$ cat src/rtl/cic_ctrl_pkg.sv
// Shared types and default parameters for the CIC decimation controller.
package cic_ctrl_pkg;

    typedef enum logic [1:0] {
        ST_IDLE   = 2'd0,
        ST_FLUSH  = 2'd1,
        ST_WARMUP = 2'd2,
        ST_RUN    = 2'd3
    } cic_state_e;

    localparam int DEF_RATE_W     = 6;
    localparam int DEF_STAGES     = 3;
    localparam int DEF_DOUT_W     = 16;
    localparam int DEF_FIFO_DEPTH = 4;
    localparam int DEF_FLUSH_CYC  = 2;

    // Integrators and the decimation phase only advance in these states.
    function automatic logic is_active(cic_state_e s);
        return (s == ST_WARMUP) || (s == ST_RUN);
    endfunction

endpackage

$ cat src/rtl/cic_out_fifo.sv
// Small synchronous output FIFO with a registered head and valid/ready pop.
// A push into a full FIFO is dropped unless a pop frees a slot in the same cycle.
module cic_out_fifo import cic_ctrl_pkg::*; #(
    parameter int DW    = DEF_DOUT_W,
    parameter int DEPTH = DEF_FIFO_DEPTH
) (
    input  logic          cic_clk,
    input  logic          cic_rstn,
    input  logic          clr_i,
    input  logic          push_i,
    input  logic [DW-1:0] din_i,
    input  logic          pop_i,
    output logic          vld_o,
    output logic [DW-1:0] dout_o,
    output logic          drop_o
);
    localparam int AW = $clog2(DEPTH);
    localparam int PW = AW + 1;

    logic [DW-1:0] mem [DEPTH];
    logic [PW-1:0] wr_q, rd_q, wr_d, rd_d;
    logic          vld_q;
    logic [DW-1:0] dout_q;
    logic          empty, full, push_ok, pop_ok, bypass;

    assign empty   = (wr_q == rd_q);
    assign full    = (wr_q[AW] != rd_q[AW]) && (wr_q[AW-1:0] == rd_q[AW-1:0]);
    assign pop_ok  = pop_i && !empty;
    assign push_ok = push_i && (!full || pop_ok);
    assign drop_o  = push_i && full && !pop_ok;
    assign wr_d    = wr_q + PW'(push_ok);
    assign rd_d    = rd_q + PW'(pop_ok);
    // The new word becomes the head when everything older has been consumed.
    assign bypass  = push_ok && (rd_d[AW-1:0] == wr_q[AW-1:0]);

    assign vld_o  = vld_q;
    assign dout_o = dout_q;

    // Storage array, written on accepted pushes.
    always_ff @(posedge cic_clk) begin
        if (push_ok && !clr_i) begin
            mem[wr_q[AW-1:0]] <= din_i;
        end
    end

    // Pointers and registered head word.
    always_ff @(posedge cic_clk or negedge cic_rstn) begin
        if (!cic_rstn) begin
            wr_q   <= '0;
            rd_q   <= '0;
            vld_q  <= 1'b0;
            dout_q <= '0;
        end else if (clr_i) begin
            wr_q  <= '0;
            rd_q  <= '0;
            vld_q <= 1'b0;
        end else begin
            wr_q  <= wr_d;
            rd_q  <= rd_d;
            vld_q <= (wr_d != rd_d);
            if (wr_d != rd_d) begin
                dout_q <= bypass ? din_i : mem[rd_d[AW-1:0]];
            end
        end
    end

endmodule

$ cat src/rtl/cic_dec_ctrl.sv
// Run-time controller for the CIC decimator: start/stop sequencing, rate latch,
// decimation phase, comb warm-up discard and buffered result delivery.
module cic_dec_ctrl import cic_ctrl_pkg::*; #(
    parameter int RATE_W     = DEF_RATE_W,
    parameter int STAGES     = DEF_STAGES,
    parameter int DOUT_W     = DEF_DOUT_W,
    parameter int FIFO_DEPTH = DEF_FIFO_DEPTH,
    parameter int FLUSH_CYC  = DEF_FLUSH_CYC
) (
    input  logic              cic_clk,
    input  logic              cic_rstn,
    input  logic              ctrl_start,
    input  logic              ctrl_stop,
    input  logic [RATE_W-1:0] cfg_rate,
    input  logic              ovf_clr,
    input  logic              in_vld,
    input  logic [DOUT_W-1:0] comb_dout,
    output logic              dp_clr,
    output logic              int_en,
    output logic              comb_stb,
    output logic              out_vld,
    input  logic              out_rdy,
    output logic [DOUT_W-1:0] out_data,
    output logic              ovf_flag,
    output logic              busy,
    output logic [1:0]        ctrl_state
);
    localparam int WARM_W  = $clog2(STAGES + 1);
    localparam int FLUSH_W = $clog2(FLUSH_CYC + 1);

    cic_state_e         state_q, state_d;
    logic [RATE_W-1:0]  rate_q, rate_d;
    logic [RATE_W-1:0]  phase_q, phase_d;
    logic [WARM_W-1:0]  warm_q, warm_d;
    logic [FLUSH_W-1:0] flush_q, flush_d;
    logic               dp_clr_q, dp_clr_d;
    logic               comb_stb_q, comb_stb_d;
    logic               cap_q, cap_d;
    logic               ovf_q, ovf_d;
    logic               start_acc, push, fifo_drop;

    assign int_en     = in_vld && is_active(state_q);
    assign dp_clr     = dp_clr_q;
    assign comb_stb   = comb_stb_q;
    assign ovf_flag   = ovf_q;
    assign busy       = (state_q != ST_IDLE);
    assign ctrl_state = state_q;

    // Next-state logic: sequencing, decimation phase and warm-up counting.
    always_comb begin
        state_d    = state_q;
        rate_d     = rate_q;
        phase_d    = phase_q;
        warm_d     = warm_q;
        flush_d    = flush_q;
        dp_clr_d   = 1'b0;
        comb_stb_d = 1'b0;
        cap_d      = comb_stb_q;
        start_acc  = 1'b0;
        push       = 1'b0;
        case (state_q)
            ST_IDLE: begin
                cap_d = 1'b0;
                if (ctrl_start && !ctrl_stop) begin
                    start_acc = 1'b1;
                    state_d   = ST_FLUSH;
                    // Ratios below 2 cannot decimate; clamp to the minimum.
                    rate_d    = (cfg_rate < RATE_W'(2)) ? RATE_W'(2) : cfg_rate;
                    phase_d   = '0;
                    warm_d    = '0;
                    flush_d   = '0;
                    dp_clr_d  = 1'b1;
                end
            end
            ST_FLUSH: begin
                if (ctrl_stop) begin
                    state_d = ST_IDLE;
                end else if (flush_q == FLUSH_W'(FLUSH_CYC - 1)) begin
                    state_d = ST_WARMUP;
                end else begin
                    flush_d  = flush_q + FLUSH_W'(1);
                    dp_clr_d = 1'b1;
                end
            end
            ST_WARMUP, ST_RUN: begin
                if (ctrl_stop) begin
                    // A capture already in flight is abandoned.
                    state_d = ST_IDLE;
                    cap_d   = 1'b0;
                end else begin
                    if (in_vld) begin
                        if (phase_q == rate_q - RATE_W'(1)) begin
                            phase_d    = '0;
                            comb_stb_d = 1'b1;
                        end else begin
                            phase_d = phase_q + RATE_W'(1);
                        end
                    end
                    if (cap_q) begin
                        if (state_q == ST_WARMUP) begin
                            warm_d = warm_q + WARM_W'(1);
                            if (warm_q == WARM_W'(STAGES - 1)) begin
                                state_d = ST_RUN;
                            end
                        end else begin
                            push = 1'b1;
                        end
                    end
                end
            end
            default: state_d = ST_IDLE;
        endcase
    end

    // Sticky overflow: start clears, a drop sets (winning over ovf_clr).
    always_comb begin
        ovf_d = ovf_q;
        if (start_acc) begin
            ovf_d = 1'b0;
        end else if (fifo_drop) begin
            ovf_d = 1'b1;
        end else if (ovf_clr) begin
            ovf_d = 1'b0;
        end
    end

    // Controller state and registered strobes.
    always_ff @(posedge cic_clk or negedge cic_rstn) begin
        if (!cic_rstn) begin
            state_q    <= ST_IDLE;
            rate_q     <= '0;
            phase_q    <= '0;
            warm_q     <= '0;
            flush_q    <= '0;
            dp_clr_q   <= 1'b0;
            comb_stb_q <= 1'b0;
            cap_q      <= 1'b0;
            ovf_q      <= 1'b0;
        end else begin
            state_q    <= state_d;
            rate_q     <= rate_d;
            phase_q    <= phase_d;
            warm_q     <= warm_d;
            flush_q    <= flush_d;
            dp_clr_q   <= dp_clr_d;
            comb_stb_q <= comb_stb_d;
            cap_q      <= cap_d;
            ovf_q      <= ovf_d;
        end
    end

    cic_out_fifo #(
        .DW    (DOUT_W),
        .DEPTH (FIFO_DEPTH)
    ) u_fifo (
        .cic_clk  (cic_clk),
        .cic_rstn (cic_rstn),
        .clr_i    (start_acc),
        .push_i   (push),
        .din_i    (comb_dout),
        .pop_i    (out_rdy),
        .vld_o    (out_vld),
        .dout_o   (out_data),
        .drop_o   (fifo_drop)
    );

endmodule

$ cat config.mk
export PLATFORM = sky130hd
export DESIGN_NAME = cic_dec_ctrl
export DESIGN_NICKNAME = d
export VERILOG_FILES = /design/src/rtl/cic_ctrl_pkg.sv /design/src/rtl/cic_out_fifo.sv /design/src/rtl/cic_dec_ctrl.sv
export SDC_FILE = /design/constraint.sdc
export NUM_CORES = 1
export LEC_CHECK = 0
export CORE_UTILIZATION = 60
export CTS_BUF_LIST = sky130_fd_sc_hd__clkbuf_4 sky130_fd_sc_hd__clkbuf_8
export DETAILED_ROUTE_END_ITERATION = 10
export PLACE_DENSITY = 0.93
export SYNTH_ARGS = -nofsm -noshare
export SYNTH_HDL_FRONTEND = slang
export SYNTH_SLANG_ARGS = --single-unit
$ cat constraint.sdc
create_clock -name cic_clk -period 8.5 [get_ports cic_clk]
set_clock_uncertainty 0.1 [all_clocks]
set_input_delay 2.125 -clock cic_clk [delete_from_list [all_inputs] [get_ports cic_clk]]
set_output_delay 2.125 -clock cic_clk [all_outputs]
set_load 0.005 [all_outputs]
==> run metrics, run 1 <==
status=finished clean; final core occ=0.740; full die area=0.00819 mm²; cell depth of the worst flop-to-flop path=7; Die Span Y=90.5 µm; most frequent CP cell=clkdlybuf4s50_1; DRC Markers=0; dominant synthesized flop cell=edfxtp_1; Final Critical Period=5.49 ns; CP Capture Type=primary output; largest net degree at the start of global routing=46; cell area after layout=0.00548 mm²; Yosys top cell area share=0.409; Peak Freq=0.182 GHz; RSZ-0062 raised after global routing=false; top cells by area, synth=edfxtp_1 (41%), dfrtp_1 (24%), mux4_2 (7.7%); Worst Tran Pin Value=1.12 ns; Syn-to-layout area delta=16.7%; EDFF count, synth=64; post-DR wirelength/cell=18.2 µm; Hold Buf Count CTS=0; cell count after synthesis=322; floorplan row count=31; Max-slew headroom=0.253; DRT antenna net count=0; initial antenna violation count=0; Critical Path RT=6.28 ns; Setup TNS=0 ns; H-Tree Level Count=3; routability cong.=0.813; LEAKAGE=1.96 nW; CP arrival=3.27 ns; share of cells above drive strength 1=0.129; fraction of registers with async set/reset=0.413; reg-to-reg critical path startpoint=u_fifo.wr_q[0]; Yosys top cell by area=edfxtp_1; initial DRC count=167; CP max stage cell=clkdlybuf4s50_1; crit-path cells=clkdlybuf4s50_1 -> and2_1 -> clkdlybuf4s50_1; Setup CP Type=input port to primary output; Hold Violations, Final=0; HP Start=warm_q[0]; clock-pin transition on the worst setup and hold timing paths=0.10 ns; most common cell after layout, fill and taps aside=edfxtp_1; Vias=2842; startpoint types=input port; DRT Pass-1 Iters=4; final period utilization=0.646; Hold Crit Depth=1; commonest cells after routing, fill and taps aside=edfxtp_1 (64), clkdlybuf4s50_1 (51), dfrtp_1 (45); synthesized cell area=0.00470 mm²; Overall Power=0.00160 W; # IOs=53; gr ovfl total=0; Final Hold Slack=0.423 ns; global-route wire length before repair=14.9 mm; GRT Resource Usage Total=0.237; initial core utilization=0.634; warning count from the yosys run=0; clock buffer depth=2; Final nets=412; CTS tree=done; critical path fanouts, max=4; number of antenna diodes=0; Peak supply drop=193 µV; Crit Reg-Reg Endpoint=u_fifo.dout_o[13]; vias per cell=5.93; worst reg-to-reg setup slack=4.73 ns; Port Buf Inserts=52; register area share after synthesis=0.649; core footprint=0.00741 mm²; Synth cell types=46; max_cap viols=0; Detailed Place HPWL=5.64 mm; vias in the first global route=2997; end point of the worst hold path=warm_q[0]; synthesized area per cell=14.6 µm²; DP Area=0.00529 mm²; clock tree sinks=109; setup violators final=0; syn nets=359; Yosys reg bits=109; Die Span X=90.5 µm; Slew Limit Fails=0; number of buffers created by CTS=9; Clock Latency Late Sink=0.36 ns; type of the worst min-delay path=flip-flop to flip-flop; CTS root buf=clkbuf_8; CP max stage delay=0.51 ns; Routed WL=8.72 mm; Pwr per Cell Area=292 mW/mm²; postcts setup bufs=0; post_cts resized=0
-- report_power, final --
group          total, W  leakage (nW)  switching (W)  internal, W
Sequential     0.000688          1.14      0.0000551     0.000633
Clock          0.000307         0.102       0.000190     0.000117
Combinational  0.000608         0.725       0.000289     0.000319
-- worst max-delay path, delay by kind of cell --
family	cells	cell delay [ns]
buffers and inverters	2	0.96
and+or+nand+nor	1	0.18
-- worst max-delay path by stage --
stage	startpoint	end	slack [ns]
finish	in_vld	int_en	3.01
floorplan	in_vld	int_en	3.98
CTS	in_vld	int_en	3.00
detailed placement	out_rdy	u_fifo.dout_o[13]	2.91
global route	in_vld	int_en	2.96
global placement	out_rdy	u_fifo.dout_o[11]	3.02
-- per-layer routing --
layer | share of wire | vias up | GRT usage | routed length (µm)
met2 | 0.51 | 114 | 0.396 | 4460
met5 | 0 | - | 0 | 0
met3 | 0.070 | 5 | 0.0657 | 609
met1 | 0.41 | 1411 | 0.306 | 3590
met4 | 0.0063 | 0 | 0.0632 | 55
li1 | - | 1312 | - | -
-- sequential cells by signal (all words and copies together) (netlist names), 2 cells and up --
signal / cells
u_fifo.mem: 64
u_fifo.wr_q: 3
warm_q: 2
flush_q: 2
rate_q: 6
ctrl_state: 2
phase_q: 6
u_fifo.rd_q: 3
u_fifo.dout_o: 16
-- final cells by class --
cell class | count | area, µm²
Inverter | 9 | 33.8
Clock buffer | 9 | 124
Fill cell | 465 | 1930
Multi-Input combinational cell | 190 | 1540
Clock inverter | 7 | 72.6
Tap cell | 99 | 124
Sequential cell | 109 | 3050
Timing Repair Buffer | 56 | 546
-- cells by family (layout without fill, tap and decap cells) --
family | after synthesis | after routing | synth area share
buf+inv | 23 | 81 | 0.0269
simple gates | 76 | 76 | 0.0788
fa+ha+maj | 8 | 8 | 0.0213
compound gates | 52 | 52 | 0.0703
xor+xnor | 18 | 18 | 0.0336
flops | 109 | 109 | 0.649
mux | 36 | 36 | 0.120
-- synthesized netlist by cell type, types with 2 or more instances --
cell type and number:
a21oi_1 21, a22o_1 3, a31oi_1 2, and3_1 2, buf_2 6, buf_6 2
clkbuf_1 4, dfrtp_1 45, edfxtp_1 64, ha_1 8, inv_1 9, mux2_2 4
mux2i_1 16, mux4_2 16, nand2_1 16, nand3_1 5, nand4b_1 2, nor2_1 28
nor2b_1 6, nor3_1 4, nor3b_1 2, nor4_1 2, o211ai_1 6, o21ai_0 10
or2_2 2, xnor2_1 15, xor2_1 3
-- metrics by stage --
stage	std cells	setup WS, ns
after CTS	479	3.00
after global routing	479	2.96
after detailed placement	463	2.91
final	479	3.01
after floorplan	322	3.98
after global placement	463	3.02
No activity file was read; power rests on OpenSTA's default activity.
==> inputs of run 2 (changes only) <==
Settings changed: CORE_UTILIZATION 60 to 52, PLACE_DENSITY 0.93 to 0.87.
Clock period 8.5 ns to 4.7 ns, I/O delays scaled along.
==> run 2 against run 1 <==
  * Flip-flop and latch count stayed put
  * Core utilization is 10 points lower
  * Sequential power is 82% higher
  * Wire length is 1.7% higher
  * Worst hold slack worse by 0.022 ns
  * Final area is 1.0% higher
  * Setup slack worse by 2.1 ns
  * Critical path depth is 7 higher
  * Register-to-register slack worse by 3.0 ns
==> run metrics, run 2 (synthesis results as in run 1) <==
startpoint types=input port (unchanged); Crit Reg-Reg Endpoint=u_fifo.dout_o[3] (was u_fifo.dout_o[13]); vias per cell=5.78 (was 5.93); Setup CP Type=input port to flip-flop (was input port to primary output); share of cells above drive strength 1=0.135 (was 0.129); critical path startpoint=ctrl_stop (was in_vld); RSZ-0062 raised after global routing=false (unchanged); global-route wire length before repair=14.7 mm (was 14.9 mm); initial DRC count=153 (was 167); full die area=0.00942 mm² (was 0.00819 mm²); Die Span X=97.1 µm (was 90.5 µm); most common cell after layout, fill and taps aside=edfxtp_1 (unchanged); clock buffer depth=2 (unchanged); Syn-to-layout area delta=17.9% (was 16.7%); Peak supply drop=337 µV (was 193 µV); status=finished clean (unchanged); DRC Markers=0 (unchanged); setup violators final=0 (unchanged); Pwr per Cell Area=530 mW/mm² (was 292 mW/mm²); DRT antenna net count=0 (unchanged); CP max stage cell=clkdlybuf4s50_1 (unchanged); vias in the first global route=2941 (was 2997); DRT Pass-1 Iters=4 (unchanged); type of the worst min-delay path=flip-flop to flip-flop (unchanged); Routed WL=8.87 mm (was 8.72 mm); Worst Setup EP=u_fifo.dout_o[5] (was int_en); CP Capture Type=flip-flop (was primary output); Port Buf Inserts=52 (unchanged); clock-pin transition on the worst setup and hold timing paths=0.12 ns (was 0.10 ns); clock tree sinks=109 (unchanged); Hold Violations, Final=0 (unchanged); most frequent CP cell=ha_1 (was clkdlybuf4s50_1); commonest cells after routing, fill and taps aside=edfxtp_1 (64), clkdlybuf4s50_1 (51), dfrtp_1 (45) (unchanged); max_cap viols=0 (unchanged); worst reg-to-reg setup slack=1.70 ns (was 4.73 ns); Vias=2846 (was 2842); Peak Freq=0.262 GHz; number of buffers created by CTS=9 (unchanged); initial antenna violation count=0 (unchanged); CP max stage delay=0.60 ns (was 0.51 ns); Detailed Place HPWL=5.77 mm (was 5.64 mm); routability cong.=0.807 (was 0.813); post-DR wirelength/cell=18.0 µm (was 18.2 µm); number of antenna diodes=0 (unchanged); critical path depth=10 (was 3); Max-slew headroom=0.308 (was 0.253); Die Span Y=97.1 µm (was 90.5 µm); DP Area=0.00534 mm² (was 0.00529 mm²); # IOs=53 (unchanged); Crit path max-delay family=compound AO/OA/AOI/OAI gates (was buffers and inverters); crit-path cells=clkdlybuf4s50_1 -> nand4b_1 -> a41oi_2 -> ha_1 -> ha_1 -> xnor2_1 -> a31oi_2 -> buf_12 -> nor2_1 -> a21oi_1 (was clkdlybuf4s50_1 -> and2_1 -> clkdlybuf4s50_1); initial core utilization=0.539 (was 0.634); H-Tree Level Count=3 (unchanged); post_cts resized=0 (unchanged); core footprint=0.00872 mm² (was 0.00741 mm²); Critical Path RT=4.90 ns (was 6.28 ns); largest net degree at the start of global routing=46 (unchanged); Clock Latency Late Sink=0.38 ns (was 0.36 ns); Final nets=416 (was 412); reg-to-reg critical path startpoint=u_fifo.wr_q[0] (unchanged); postcts setup bufs=0 (unchanged); Setup TNS=0 ns (unchanged); GRT Resource Usage Total=0.202 (was 0.237); CTS root buf=clkbuf_8 (unchanged); cell depth of the worst flop-to-flop path=9 (was 7); Worst Tran Pin Value=1.04 ns (was 1.12 ns); Bufs and invs on worst path=2 (unchanged); CP arrival=4.02 ns (was 3.27 ns); critical path fanouts, max=23 (was 4); floorplan row count=34 (was 31); Final Critical Period=3.81 ns; LEAKAGE=1.99 nW (was 1.96 nW); Hold Buf Count CTS=0 (unchanged); CTS tree=done (unchanged); final period utilization=0.812; max reg flops=64 (unchanged); gr ovfl total=0 (unchanged); Slew Limit Fails=0 (unchanged); cell area after layout=0.00554 mm² (was 0.00548 mm²)
## run 2: changes by cell type in the layout (fill, tap and decap cells not counted), sizes merged
cell / change
buf: +4
## run 2: per-stage QoR
stage	total power (W)	hold slack, ns	setup slack (ns)	cells	util
after floorplan	0.00199	0.366	1.29	322	-
after global placement	0.00236	0.387	0.706	476	0.612
after detailed placement	0.00241	0.383	0.541	476	0.612
after CTS	0.00297	0.407	0.922	492	0.635
after global routing	0.00310	0.419	0.676	492	0.635
final	0.00293	0.401	0.886	492	0.635
## run 2: worst register-to-register path, cell delays in order (launching register included)
cell	delay, ns
dfrtp_1	0.49
xnor2_1	0.32
a31oi_1	0.14
ha_1	0.20
ha_1	0.30
xnor2_1	0.13
and3_1	0.55
buf_4	0.31
mux2i_1	0.25
a21oi_1	0.10
## run 2: power breakdown
part	internal [W]	total [W]	switching [W]
clock	0.000211	0.000559	0.000348
combinational	0.000606	0.00113	0.000520
sequential	0.00114	0.00125	0.000104
total	0.00196	0.00293	0.000972
## run 2: worst min-delay path by stage
| stage | cells after the start | slack (ns) | startpoint | to |
|---|---|---|---|---|
| 2_1_floorplan | 1 | 0.37 | warm_q[0] | warm_q[0] |
| 3_3_place_gp | 1 | 0.39 | comb_stb | cap_q |
| 3_5_place_dp | 1 | 0.38 | warm_q[0] | warm_q[0] |
| 4_1_cts | 1 | 0.41 | comb_stb | cap_q |
| 5_1_grt | 1 | 0.42 | comb_stb | cap_q |
| 6_report | 1 | 0.40 | comb_stb | cap_q |
## run 2: area by class of cell
class,count,area (µm²)
Inverter,9,33.8
Fill cell,639,3180
Timing Repair Buffer,60,588
Clock buffer,9,124
Multi-Input combinational cell,190,1540
Sequential cell,109,3050
Tap cell,108,135
Clock inverter,7,76.3
## run 2: routing by layer
layer	wire [µm]	part of all wire	GRT usage	vias to the layer above
met1	3830	0.43	0.259	1446
met5	0	0	0	-
met3	409	0.046	0.0468	12
li1	-	-	-	1318
met2	4530	0.51	0.344	70
met4	94	0.011	0.0586	0
==> inputs of run 3 (changes only) <==
Clock period 4.7 ns to 3.2 ns, I/O delays scaled along.
==> run 3 against run 2 <==
  * Clock power is 50% higher
  * Final cell count is 1.6% higher
  * Global-route usage increased by 0.27 points
  * Critical path type is now input port to primary output
  * Largest power group unchanged
==> run metrics, run 3 (synthesis results as in run 1) <==
CP max stage cell=clkdlybuf4s50_1 (unchanged); initial antenna violation count=0 (unchanged); CTS tree=done (unchanged); Register Area=0.00305 mm² (unchanged); Setup TNS=0 ns (unchanged); # IOs=53 (unchanged); CP max stage delay=0.51 ns (was 0.60 ns); setup violators final=0 (unchanged); Final Hold Slack=0.426 ns (was 0.401 ns); Crit Reg-Reg Endpoint=u_fifo.dout_o[5] (was u_fifo.dout_o[3]); Crit path max-delay family=buffers and inverters (was compound AO/OA/AOI/OAI gates); final period utilization=0.888; reg-to-reg critical path startpoint=u_fifo.wr_q[0] (unchanged); RSZ-0062 raised after global routing=false (unchanged); DRT antenna net count=0 (unchanged); H-Tree Level Count=3 (unchanged); Hold Violations, Final=0 (unchanged); floorplan row count=34 (unchanged); CP Capture Type=primary output (was flip-flop); status=finished clean (unchanged); post-DR wirelength/cell=18.1 µm (was 18.0 µm); most common cell after layout, fill and taps aside=edfxtp_1 (unchanged); Final Critical Period=2.84 ns; worst reg-to-reg setup slack=0.59 ns (was 1.70 ns); vias in the first global route=3054 (was 2941); crit-path cells=clkdlybuf4s50_1 -> and2_1 -> clkdlybuf4s50_1 (was clkdlybuf4s50_1 -> nand4b_1 -> a41oi_2 -> ha_1 -> ha_1 -> xnor2_1 -> a31oi_2 -> buf_12 -> nor2_1 -> a21oi_1); gr ovfl total=0 (unchanged); fill count=637 (was 639); CP arrival=1.94 ns (was 4.02 ns); LEAKAGE=2.04 nW (was 1.99 nW); multi-input combinational cell area=0.00154 mm² (unchanged); full die area=0.00942 mm² (unchanged); end point of the worst hold path=warm_q[0] (was cap_q); Setup CP Type=input port to primary output (was input port to flip-flop); postcts setup bufs=0 (unchanged); number of antenna diodes=0 (unchanged); Bufs and invs on worst path=2 (unchanged); Max-slew headroom=0.294 (was 0.308); number of buffers created by CTS=9 (unchanged); cell depth of the worst flop-to-flop path=7 (was 9); Routed WL=9.06 mm (was 8.87 mm); core footprint=0.00872 mm² (unchanged); Detailed Place HPWL=6.02 mm (was 5.77 mm); largest net degree at the start of global routing=46 (unchanged); HP Start=warm_q[0] (was comb_stb); CTS root buf=clkbuf_8 (unchanged); Clock Latency Late Sink=0.39 ns (was 0.38 ns); critical path fanouts, max=4 (was 23); Peak Freq=0.352 GHz; Hold Crit Depth=1 (unchanged); Hold Buf Count CTS=0 (unchanged); Syn-to-layout area delta=19.8% (was 17.9%); clock-pin transition on the worst setup and hold timing paths=0.11 ns (was 0.12 ns); commonest cells after routing, fill and taps aside=edfxtp_1 (64), clkdlybuf4s50_1 (51), dfrtp_1 (45) (unchanged); post_cts resized=0 (unchanged); Port Buf Inserts=52 (unchanged); global-route wire length before repair=14.8 mm (was 14.7 mm); most frequent CP cell=clkdlybuf4s50_1 (was ha_1); initial DRC count=137 (was 153); max_cap viols=0 (unchanged); startpoint types=input port (unchanged); GRT Resource Usage Total=0.204 (was 0.202); Die Span Y=97.1 µm (unchanged); Critical Path RT=2.30 ns (was 4.90 ns); DRC Markers=0 (unchanged); initial core utilization=0.539 (unchanged); Slew Limit Fails=0 (unchanged); DRT Pass-1 Iters=5 (was 4); Pwr per Cell Area=786 mW/mm² (was 530 mW/mm²); max reg flops=64 (unchanged); Final nets=424 (was 416); Worst Tran Pin Value=1.06 ns (was 1.04 ns); routability cong.=0.773 (was 0.807); type of the worst min-delay path=flip-flop to flip-flop (unchanged); Die Span X=97.1 µm (unchanged); Vias=2893 (was 2846); vias per cell=5.79 (was 5.78); clock buffer depth=2 (unchanged); clock tree sinks=109 (unchanged); share of cells above drive strength 1=0.156 (was 0.135); Peak supply drop=399 µV (was 337 µV)
-- run 3: per-stage QoR --
step | total power (W) | setup WS, ns | instance area [µm²] | utilization | instances
5_1_grt | 0.00467 | 0.298 | 5630 | 0.645 | 500
3_3_place_gp | 0.00353 | 0.167 | 5430 | 0.622 | 484
6_report | 0.00442 | 0.359 | 5630 | 0.645 | 500
2_1_floorplan | 0.00293 | 0.162 | 4700 | - | 322
4_1_cts | 0.00445 | 0.355 | 5630 | 0.645 | 500
3_5_place_dp | 0.00362 | 0.0532 | 5430 | 0.622 | 484
-- run 3: metal layers --
| layer | track usage | vias to the layer above | wire length, µm |
|---|---|---|---|
| met5 | 0 | - | 0 |
| met4 | 0.0769 | 0 | 152 |
| met3 | 0.0525 | 14 | 467 |
| met2 | 0.336 | 101 | 4640 |
| met1 | 0.263 | 1441 | 3790 |
| li1 | - | 1337 | - |
-- run 3: final cells by class --
class	instances	share of cell area
tap	108	0.0240
inverter	9	0.00600
clock buffer	9	0.0220
timing repair buffer	68	0.120
sequential	109	0.542
clock inverter	7	0.0138
multi-input combinational	190	0.273
-- run 3: worst max-delay path by stage --
| stage | endpoint | cells past startpoint | startpoint |
|---|---|---|---|
| final | int_en | 3 | in_vld |
| after global placement | u_fifo.dout_o[6] | 10 | ctrl_stop |
| after CTS | int_en | 3 | in_vld |
| after detailed placement | u_fifo.dout_o[6] | 11 | ctrl_stop |
| after global routing | u_fifo.dout_o[3] | 11 | ctrl_stop |
| after floorplan | u_fifo.mem[0][0] | 3 | ctrl_stop |
-- run 3: where the power goes --
group	internal [W]	switching [W]
clock	0.000310	0.000526
combinational	0.000950	0.000799
sequential	0.00168	0.000155
